--- config.mk ---
export PLATFORM = sky130hd
export DESIGN_NAME = regfile_cmd_seq
export DESIGN_NICKNAME = d
export VERILOG_FILES = /design/src/rtl/regfile_cmd_pkg.sv /design/src/rtl/regfile_rsp_fifo.sv /design/src/rtl/regfile_cmd_seq.sv
export SDC_FILE = /design/constraint.sdc
export NUM_CORES = 1
export LEC_CHECK = 0
export CAP_MARGIN = 10
export CORE_MARGIN = 2
export CORE_UTILIZATION = 46
export DETAILED_ROUTE_END_ITERATION = 12
export PLACE_DENSITY_LB_ADDON = 0.3
export RECOVER_POWER = 100
export SLEW_MARGIN = 20
export SYNTH_ARGS = -nofsm -noshare
export SYNTH_HDL_FRONTEND = slang
export SYNTH_SLANG_ARGS = --single-unit
--- constraint.sdc ---
create_clock -name clk -period 1.8 [get_ports clk]
set_input_delay 0.27 -clock clk [delete_from_list [all_inputs] [get_ports clk]]
set_output_delay 0.27 -clock clk [all_outputs]
set_load 0.01 [all_outputs]
--- src/rtl/regfile_cmd_pkg.sv ---
// Shared definitions for the register-file command sequencer:
// op encodings, FSM state encoding and default geometry.
package regfile_cmd_pkg;

    localparam int DEF_ADDR_W = 2;
    localparam int DEF_DATA_W = 8;

    localparam logic [1:0] OP_NOP   = 2'b00;
    localparam logic [1:0] OP_WRITE = 2'b01;
    localparam logic [1:0] OP_READ  = 2'b10;
    localparam logic [1:0] OP_ADD   = 2'b11;

    typedef logic [1:0] state_t;

    localparam state_t ST_IDLE   = 2'd0;
    localparam state_t ST_EXEC   = 2'd1;
    localparam state_t ST_RMW_WR = 2'd2;

endpackage

--- src/rtl/regfile_rsp_fifo.sv ---
// Small response FIFO with occupancy count; async active-low reset.
// Storage is cleared on reset so the head reads as zero while empty.
module regfile_rsp_fifo #(
    parameter int W     = 10,
    parameter int DEPTH = 2
) (
    input  logic                       clk,
    input  logic                       reset,
    input  logic                       push,
    input  logic [W-1:0]               push_data,
    input  logic                       pop,
    output logic [W-1:0]               pop_data,
    output logic [$clog2(DEPTH+1)-1:0] count
);
    localparam int PTR_W = (DEPTH > 1) ? $clog2(DEPTH) : 1;
    localparam int CNT_W = $clog2(DEPTH+1);

    logic [DEPTH-1:0][W-1:0] mem;
    logic [PTR_W-1:0]        rd_ptr, wr_ptr;
    logic                    pop_ok;

    assign pop_ok   = pop && (count != '0);
    assign pop_data = mem[rd_ptr];

    function automatic logic [PTR_W-1:0] ptr_next(input logic [PTR_W-1:0] p);
        return (p == PTR_W'(DEPTH-1)) ? '0 : p + 1'b1;
    endfunction

    // Storage and pointers; push and pop in one cycle leave count unchanged
    always_ff @(posedge clk or negedge reset) begin
        if (!reset) begin
            mem    <= '0;
            rd_ptr <= '0;
            wr_ptr <= '0;
            count  <= '0;
        end else begin
            if (push) begin
                mem[wr_ptr] <= push_data;
                wr_ptr      <= ptr_next(wr_ptr);
            end
            if (pop_ok) rd_ptr <= ptr_next(rd_ptr);
            case ({push, pop_ok})
                2'b10:   count <= count + CNT_W'(1);
                2'b01:   count <= count - CNT_W'(1);
                default: count <= count;
            endcase
        end
    end

endmodule

--- src/rtl/regfile_cmd_seq.sv ---
// Command sequencer in front of a 4x8 register file. Accepts WRITE/READ/NOP
// (and ADD read-modify-write when REGFILE_CMD_RMW_EN is defined) and returns
// read results through a small response FIFO. Without REGFILE_CMD_RMW_EN,
// op 11 takes one EXEC cycle and pulses err_illegal.
module regfile_cmd_seq
    import regfile_cmd_pkg::*;
#(
    parameter int ADDR_W    = DEF_ADDR_W,
    parameter int DATA_W    = DEF_DATA_W,
    parameter int RSP_DEPTH = 2
) (
    input  logic              clk,
    input  logic              reset,
    input  logic              cmd_valid,
    output logic              cmd_ready,
    input  logic [1:0]        cmd_op,
    input  logic [ADDR_W-1:0] cmd_addr,
    input  logic [DATA_W-1:0] cmd_data,
    output logic              rsp_valid,
    input  logic              rsp_ready,
    output logic [ADDR_W-1:0] rsp_addr,
    output logic [DATA_W-1:0] rsp_data,
    output logic [ADDR_W-1:0] rf_write_address,
    output logic [DATA_W-1:0] rf_write_data,
    output logic              rf_write_enable,
    output logic [ADDR_W-1:0] rf_read_address,
    input  logic [DATA_W-1:0] rf_read_data,
    output logic              err_illegal
);
    localparam int CNT_W = $clog2(RSP_DEPTH+1);

    state_t              state;
    logic [1:0]          op_q;
    logic [ADDR_W-1:0]   addr_q;
    logic [DATA_W-1:0]   data_q;
    logic [CNT_W-1:0]    rsp_count;
    logic                push;
    logic [DATA_W-1:0]   push_val;
    logic [ADDR_W+DATA_W-1:0] head;

    logic exec, rmw;
    assign exec = (state == ST_EXEC);

`ifdef REGFILE_CMD_RMW_EN
    logic [DATA_W-1:0] sum_q;
    assign rmw           = (state == ST_RMW_WR);
    assign err_illegal   = 1'b0;
    assign rf_write_data = rmw ? sum_q : data_q;
    assign push_val      = rmw ? sum_q : rf_read_data;
`else
    assign rmw           = 1'b0;
    assign err_illegal   = exec && (op_q == OP_ADD);
    assign rf_write_data = data_q;
    assign push_val      = rf_read_data;
`endif

    // Accept only from IDLE and only when a response slot is guaranteed
    assign cmd_ready        = (state == ST_IDLE) && (rsp_count < CNT_W'(RSP_DEPTH));
    assign rf_write_address = addr_q;
    assign rf_read_address  = addr_q;
    assign rf_write_enable  = (exec && (op_q == OP_WRITE)) || rmw;
    assign push             = (exec && (op_q == OP_READ)) || rmw;
    assign rsp_valid        = (rsp_count != '0);
    assign rsp_addr         = head[ADDR_W+DATA_W-1:DATA_W];
    assign rsp_data         = head[DATA_W-1:0];

    // Command latch and state sequencing
    always_ff @(posedge clk or negedge reset) begin
        if (!reset) begin
            state  <= ST_IDLE;
            op_q   <= OP_NOP;
            addr_q <= '0;
            data_q <= '0;
`ifdef REGFILE_CMD_RMW_EN
            sum_q  <= '0;
`endif
        end else begin
            case (state)
                ST_IDLE: begin
                    if (cmd_valid && cmd_ready) begin
                        op_q   <= cmd_op;
                        addr_q <= cmd_addr;
                        data_q <= cmd_data;
                        state  <= ST_EXEC;
                    end
                end
                ST_EXEC: begin
                    state <= ST_IDLE;
`ifdef REGFILE_CMD_RMW_EN
                    if (op_q == OP_ADD) begin
                        sum_q <= rf_read_data + data_q;
                        state <= ST_RMW_WR;
                    end
`endif
                end
                default: state <= ST_IDLE;
            endcase
        end
    end

    regfile_rsp_fifo #(.W(ADDR_W+DATA_W), .DEPTH(RSP_DEPTH)) u_rsp_fifo (
        .clk       (clk),
        .reset     (reset),
        .push      (push),
        .push_data ({addr_q, push_val}),
        .pop       (rsp_valid && rsp_ready),
        .pop_data  (head),
        .count     (rsp_count)
    );

endmodule

==> results of run 1 <==
[metrics by stage]
stage          area, µm²  cells  setup slack, ps
5_1_grt             2180    206             5.01
3_3_place_gp        2130    191             30.8
2_1_floorplan       1620    101              242
4_1_cts             2210    205             4.42
3_5_place_dp        2130    191             25.9
6_report            2180    206             71.1
[worst reg2reg max path: cells and delay by family (launching register included)]
kind                   cells  cell delay [ps]
buffers and inverters      1              150
flip-flops                 1              400
multiplexers               1              480
AND/OR/NAND/NOR            1              490
[synthesized netlist by cell type]
master,instances
mux2_4,9
buf_2,2
buf_12,1
and3b_2,1
dfrtp_1,37
buf_4,2
and3_2,1
and2_1,1
xnor2_1,3
nor2_1,1
nand4b_1,1
buf_6,1
nor2_4,1
or2_2,1
and2_4,1
xor2_1,2
mux2_2,33
nand3b_1,1
nor2_2,1
ha_1,1
[worst max path at each step]
stage | to | slack (ps) | cells past startpoint
after global routing | rsp_data[7] | 5 | 3
after floorplan | u_rsp_fifo.count[1] | 240 | 5
final | rsp_data[0] | 70 | 3
after detailed placement | rsp_data[2] | 30 | 2
after CTS | rsp_data[1] | 4 | 3
after global placement | rsp_data[1] | 30 | 2
[where the power goes]
| part | internal [W] | leakage (nW) | switching, W | total [W] |
|---|---|---|---|---|
| registers | 0.00125 | 0.442 | 0.000245 | 0.00149 |
| clock network | 0.000149 | 0.0320 | 0.000263 | 0.000412 |
| logic | 0.00107 | 0.473 | 0.000657 | 0.00172 |
| total | 0.00246 | 0.947 | 0.00117 | 0.00363 |
[sequential cells by signal, indices dropped and copies added (netlist names)]
register	cells
u_rsp_fifo.count	2
state	1
rf_write_data	8
u_rsp_fifo.mem	20
u_rsp_fifo.rd_ptr	1
rf_read_address	2
u_rsp_fifo.wr_ptr	1
op_q	2
[area by class of cell]
cell class,instances,area (µm²)
multi-input combinational,58,601
timing repair buffer,57,548
clock inverter,2,10.0
fill,295,1180
tap,46,57.6
clock buffer,6,41.3
sequential,37,927
[repair_timing]
item	CTS	global route
setup buffers	5	1
gates resized for setup	14	11
hold buffers	1	0
setup endpoints to repair	12	11
endpoints found under the hold margin	37	0
[per-layer routing]
layer  track usage (%)  vias to the layer above
met5                 0                        -
met2              30.0                       36
met4              7.34                        0
met1              18.7                      503
li1                  -                      465
met3              7.32                        5
[logic make-up (layout without fill, tap and decap cells)]
family / after synthesis / after routing / share of synthesized area, %
muxes: 42 / 42 / 31.3
buffers and inverters: 6 / 65 / 3.47
adders and majority gates: 1 / 1 / 0.771
DFF: 37 / 37 / 57.1
and+or+nand+nor: 10 / 10 / 4.71
xor gates and xnor gates: 5 / 5 / 2.70
==> results_dict.tcl, run 1 <==
set metrics [dict create \
    status "finished, final reports clean" \
    cts_tree "built" \
    whs_endpoint "u_rsp_fifo.count[1]" \
    clock_skew_ps 4.20 \
    cts_sinks 37 \
    rr_endpoint "u_rsp_fifo.mem[16]" \
    cp_num_buf_inv 2 \
    core.rowCount 21 \
    rr_startpoint "state[0]" \
    yosys.area.top_type_share_pct 57.1 \
    rr_worst_depth 3 \
    peakVddDrop_mv 0.850 \
    static-leakage-power_nw 0.947 \
    top_layer "met4" \
    fmaxAchievable_ghz 0.578 \
    synth_cell_types 20 \
    post-route-period-util_pct 96.1 \
    wl_met1_mm 1.20 \
    grt_max_degree 38 \
    power.density_nw_per_um2 1660 \
    synth_area_leaders "dfrtp_1 (57%), mux2_2 (23%), mux2_4 (8.3%)" \
    nets 184 \
    critical_path_class "reg2out" \
    ys_ff_latch 37 \
    yosysWarnings 0 \
    finish.utilization_pct 65.0 \
    drive_above_1_share_pct 32.5 \
    cpPeakStageDelay_ps 390 \
    wl_mm 3.07 \
    cp_cell_sequence "buf_6 > mux2_2 > dlygate4sd2_1" \
    clk_path_buf_depth 2 \
    cp-startpoint "u_rsp_fifo.rd_ptr" \
    min_period_ps 1730 \
    worst_slew_pin_slew_ps 886 \
    drt_iter0_drc 31 \
    crit_fanout 5 \
    antenna_found_initial 0 \
    synth_area_um2 1620 \
    antennaDiodeCount 0 \
    cpMaxStageDelayCell "dfrtp_2" \
    min_path_cells 1 \
    report.final.hold_viol_count 0 \
    setup.worst_path.end_class "output port" \
    dieWidth_um 63.4 \
    required_ps 1530 \
    cts_made_buffers 5 \
    path_delay_family "buffers and inverters" \
    root_buffer "clkbuf_4" \
    ys_seq_area_share_pct 57.1 \
    gp_congestion 0.602 \
    hold_path_class "reg2reg" \
    area_growth_pct 34.7 \
    insertion_delay_ps 340 \
    cts_max_level 2 \
    num_vias 1009 \
    grt_usage_pct 17.4 \
    vias_per_cell 4.90 \
    max-cap-violations 0 \
    clkTransAtPathRegs_ps 110 \
    synth_nets 126 \
    ant_nets 0 \
    io-pin-count 50 \
    dieArea_um2 4020 \
    arrival_ps 1460 \
    initial_core_util_pct 48.2 \
    finalSetupTns_ps 0 \
    synth_area_per_cell_um2 16.1 \
    hpwl_mm 2.13 \
    drc_errors 0 \
    grt_setup_unrepaired "false" \
    netlist_instances 101 \
    slew_headroom_pct 41.0 \
    yosysTopAreaCell "dfrtp_1" \
    grt_pass1_wl_mm 5.18 \
    final_common_cell "dfrtp_1" \
    power_w 0.00363 \
    hold_ws_ps 496 \
    setup_viol 0 \
    overflow 0 \
    start_kind "flop" \
    wl_met2_mm 1.64 \
    r2r_setup_slack_ps 170 \
    dieHeight_um 63.4 \
    wl_per_cell_um 14.9 \
    first_pass_iters 2 \
    drv_slew 0 \
    port_buffers 49 \
    grt_pass1_vias 1146 \
    dr_wl_met3_um 178 \
    placeableCoreArea_um2 3360 \
    min-delay-start "u_rsp_fifo.count[1]" \
    mostFrequentLayoutCells "dfrtp_1 (36), mux2_2 (32), clkdlybuf4s50_1 (23), dlygate4sd3_1 (13), mux2_1 (10)" \
]
No activity file was read; power rests on OpenSTA's default activity.
==> run 2: changes to the inputs <==
--- a/config.mk
+++ b/config.mk
@@ -5,9 +5,11 @@
 export SDC_FILE = /design/constraint.sdc
 export NUM_CORES = 1
 export LEC_CHECK = 0
+export ABC_CLOCK_PERIOD_IN_PS = 1800
 export CAP_MARGIN = 10
 export CORE_MARGIN = 2
 export CORE_UTILIZATION = 46
+export CTS_CLUSTER_SIZE = 40
 export DETAILED_ROUTE_END_ITERATION = 12
 export PLACE_DENSITY_LB_ADDON = 0.3
 export RECOVER_POWER = 100
==> results of run 2 <==
Final layout, timing and power as in run 1 (identical DEF).
==> run 3: changes to the inputs <==
--- a/config.mk
+++ b/config.mk
@@ -8,7 +8,8 @@
 export ABC_CLOCK_PERIOD_IN_PS = 1800
 export CAP_MARGIN = 10
 export CORE_MARGIN = 2
-export CORE_UTILIZATION = 46
+export CORE_UTILIZATION = 48
+export CTS_BUF_LIST = sky130_fd_sc_hd__clkbuf_2
 export CTS_CLUSTER_SIZE = 40
 export DETAILED_ROUTE_END_ITERATION = 12
 export PLACE_DENSITY_LB_ADDON = 0.3
==> constraint.sdc (replaced) <==
create_clock -name clk -period 1.8 [get_ports clk]
set_input_delay 0.27 -clock clk [delete_from_list [all_inputs] [get_ports clk]]
set_output_delay 0.27 -clock clk [all_outputs]
set_load 0.1 [all_outputs]
==> run 3 against run 2 <==
Compared with the run above:
- via count shrank 2.7%
- register-to-register slack lost 20 ps
- routed wire length shrank 2.2%
- flip-flop and latch count unchanged
- clock skew up 6.2 ps
- global-route usage fell by 0.66 points
==> results_dict.tcl, run 3 (synthesized netlist as in run 1, its figures left out) <==
set metrics [dict create \
    status "finished, final reports clean" \
    drive_above_1_share_pct 49.4 \
    area_growth_pct 34.1 \
    worst_slew_pin_slew_ps 876 \
    cp_cell_sequence "buf_4 > mux2_2 > buf_12" \
    path_depth 3 \
    clkTransAtPathRegs_ps 170 \
    port_buffers 49 \
    cp-endpoint "rsp_data[1]" \
    post-route-period-util_pct 97.2 \
    rr_worst_depth 3 \
    insertion_delay_ps 370 \
    cp-startpoint "u_rsp_fifo.rd_ptr" \
    placeableCoreArea_um2 3280 \
    rr_endpoint "u_rsp_fifo.mem[9]" \
    cp_num_buf_inv 2 \
    largest_reg_flops 20 \
    setup.worst_path.end_class "output port" \
    io-pin-count 50 \
    initial_core_util_pct 49.4 \
    grt_usage_pct 16.8 \
    ant_nets 0 \
    drv_slew 0 \
    nets 180 \
    crit_fanout 6 \
    drt_iter0_drc 38 \
    slew_headroom_pct 41.6 \
    start_kind "flop" \
    path_delay_family "flip-flops" \
    clk_path_buf_depth 2 \
    min_period_ps 1750 \
    finalNonFillerCells 202 \
    dieHeight_um 62.1 \
    setup_viol 0 \
    antenna_found_initial 0 \
    arrival_ps 1480 \
    mostFrequentLayoutCells "dfrtp_1 (36), mux2_2 (33), clkdlybuf4s50_1 (22), clkbuf_2 (19), buf_12 (10)" \
    core.rowCount 21 \
    rr_startpoint "op_q[0]" \
    hold_path_class "in2reg" \
    cts_tree "built" \
    hpwl_mm 2.15 \
    cpPeakStageDelay_ps 390 \
    report.final.hold_viol_count 0 \
    vias_per_cell 4.86 \
    fmaxAchievable_ghz 0.572 \
    gp_congestion 0.720 \
    fillers 270 \
    critical_path_class "reg2out" \
    required_ps 1530 \
    cts_made_buffers 5 \
    min-delay-start "cmd_op[0]" \
    overflow 0 \
    grt_pass1_vias 1078 \
    grt_max_degree 38 \
    wl_per_cell_um 14.8 \
    num_vias 982 \
    cts_sinks 37 \
    clock_skew_ps 10.4 \
    root_buffer "clkbuf_2" \
    cts_max_level 2 \
    max-cap-violations 0 \
    grt_pass1_wl_mm 4.96 \
    r2r_setup_slack_ps 150 \
    drc_errors 0 \
    final_common_cell "dfrtp_1" \
    dieArea_um2 3860 \
    antennaDiodeCount 0 \
    grt_setup_unrepaired "true" \
    dieWidth_um 62.1 \
    wl_mm 3.00 \
    cpMaxStageDelayCell "dfrtp_2" \
    top_register "u_rsp_fifo.mem" \
    dp_cells 190 \
    first_pass_iters 4 \
]
run 3: cell count changes in the layout (fill, tap and decap cells not counted), moves of 2 or more:
cell and delta:
clkinv_2 -2, dlygate4sd2_1 -4, clkdlybuf4s15_1 -8, clkbuf_2 +18, buf_12 +10, mux2_1 -2, buf_6 -2, clkbuf_4 -3
dlygate4sd3_1 -12
run 3: what timing repair did:
item,4_1_cts,5_1_grt
endpoints found under the setup margin,10,10
gates resized for setup,1,2
hold buffers,1,0
cloned,0,0
endpoints found under the hold margin,37,0
buffers inserted,1,2
run 3: final cells by class:
class / instances / area [µm²] / area share [%]
multi-input cells: 58 / 602 / 27.7
flip-flops and latches: 37 / 927 / 42.6
clock buffers: 8 / 40.0 / 1.84
repair buffers: 53 / 548 / 25.2
well taps: 46 / 57.6 / 2.65
run 3: metal layers:
layer / part of all wire, % / global-route usage, %
met4: 1.5 / 7.50
met3: 7.0 / 5.80
met5: 0 / 0
met2: 50 / 28.5
met1: 41 / 19.1
run 3: worst register-to-register path: cells and delay by family (launching register included):
family | cells | cell delay (ps)
flops | 1 | 440
simple gates | 2 | 700
mux | 1 | 410
run 3: worst min path at each step:
stage	to	slack, ps	depth (start not counted)
final	op_q[0]	490	2
after global routing	op_q[0]	460	2
after CTS	rf_write_data[7]	470	2
after detailed placement	u_rsp_fifo.mem[14]	400	1
after global placement	u_rsp_fifo.mem[4]	390	1
after floorplan	op_q[0]	-30	0
run 3: through the flow:
step	setup TNS [ps]	util (%)	setup slack, ps	area, µm²	hold slack, ps
3_3_place_gp	0	69.3	273	2280	388
6_report	0	66.2	50.6	2170	487
2_1_floorplan	-117	-	-13.4	1630	-25.6
3_5_place_dp	0	69.3	205	2280	396
5_1_grt	-44.0	66.2	-13.1	2170	456
4_1_cts	-3.25	71.1	-3.25	2330	472
Power of run 3 is left out: the tool's default activity adds up to more than one toggle a clock period on the data nets, which glitch-free logic cannot reach.
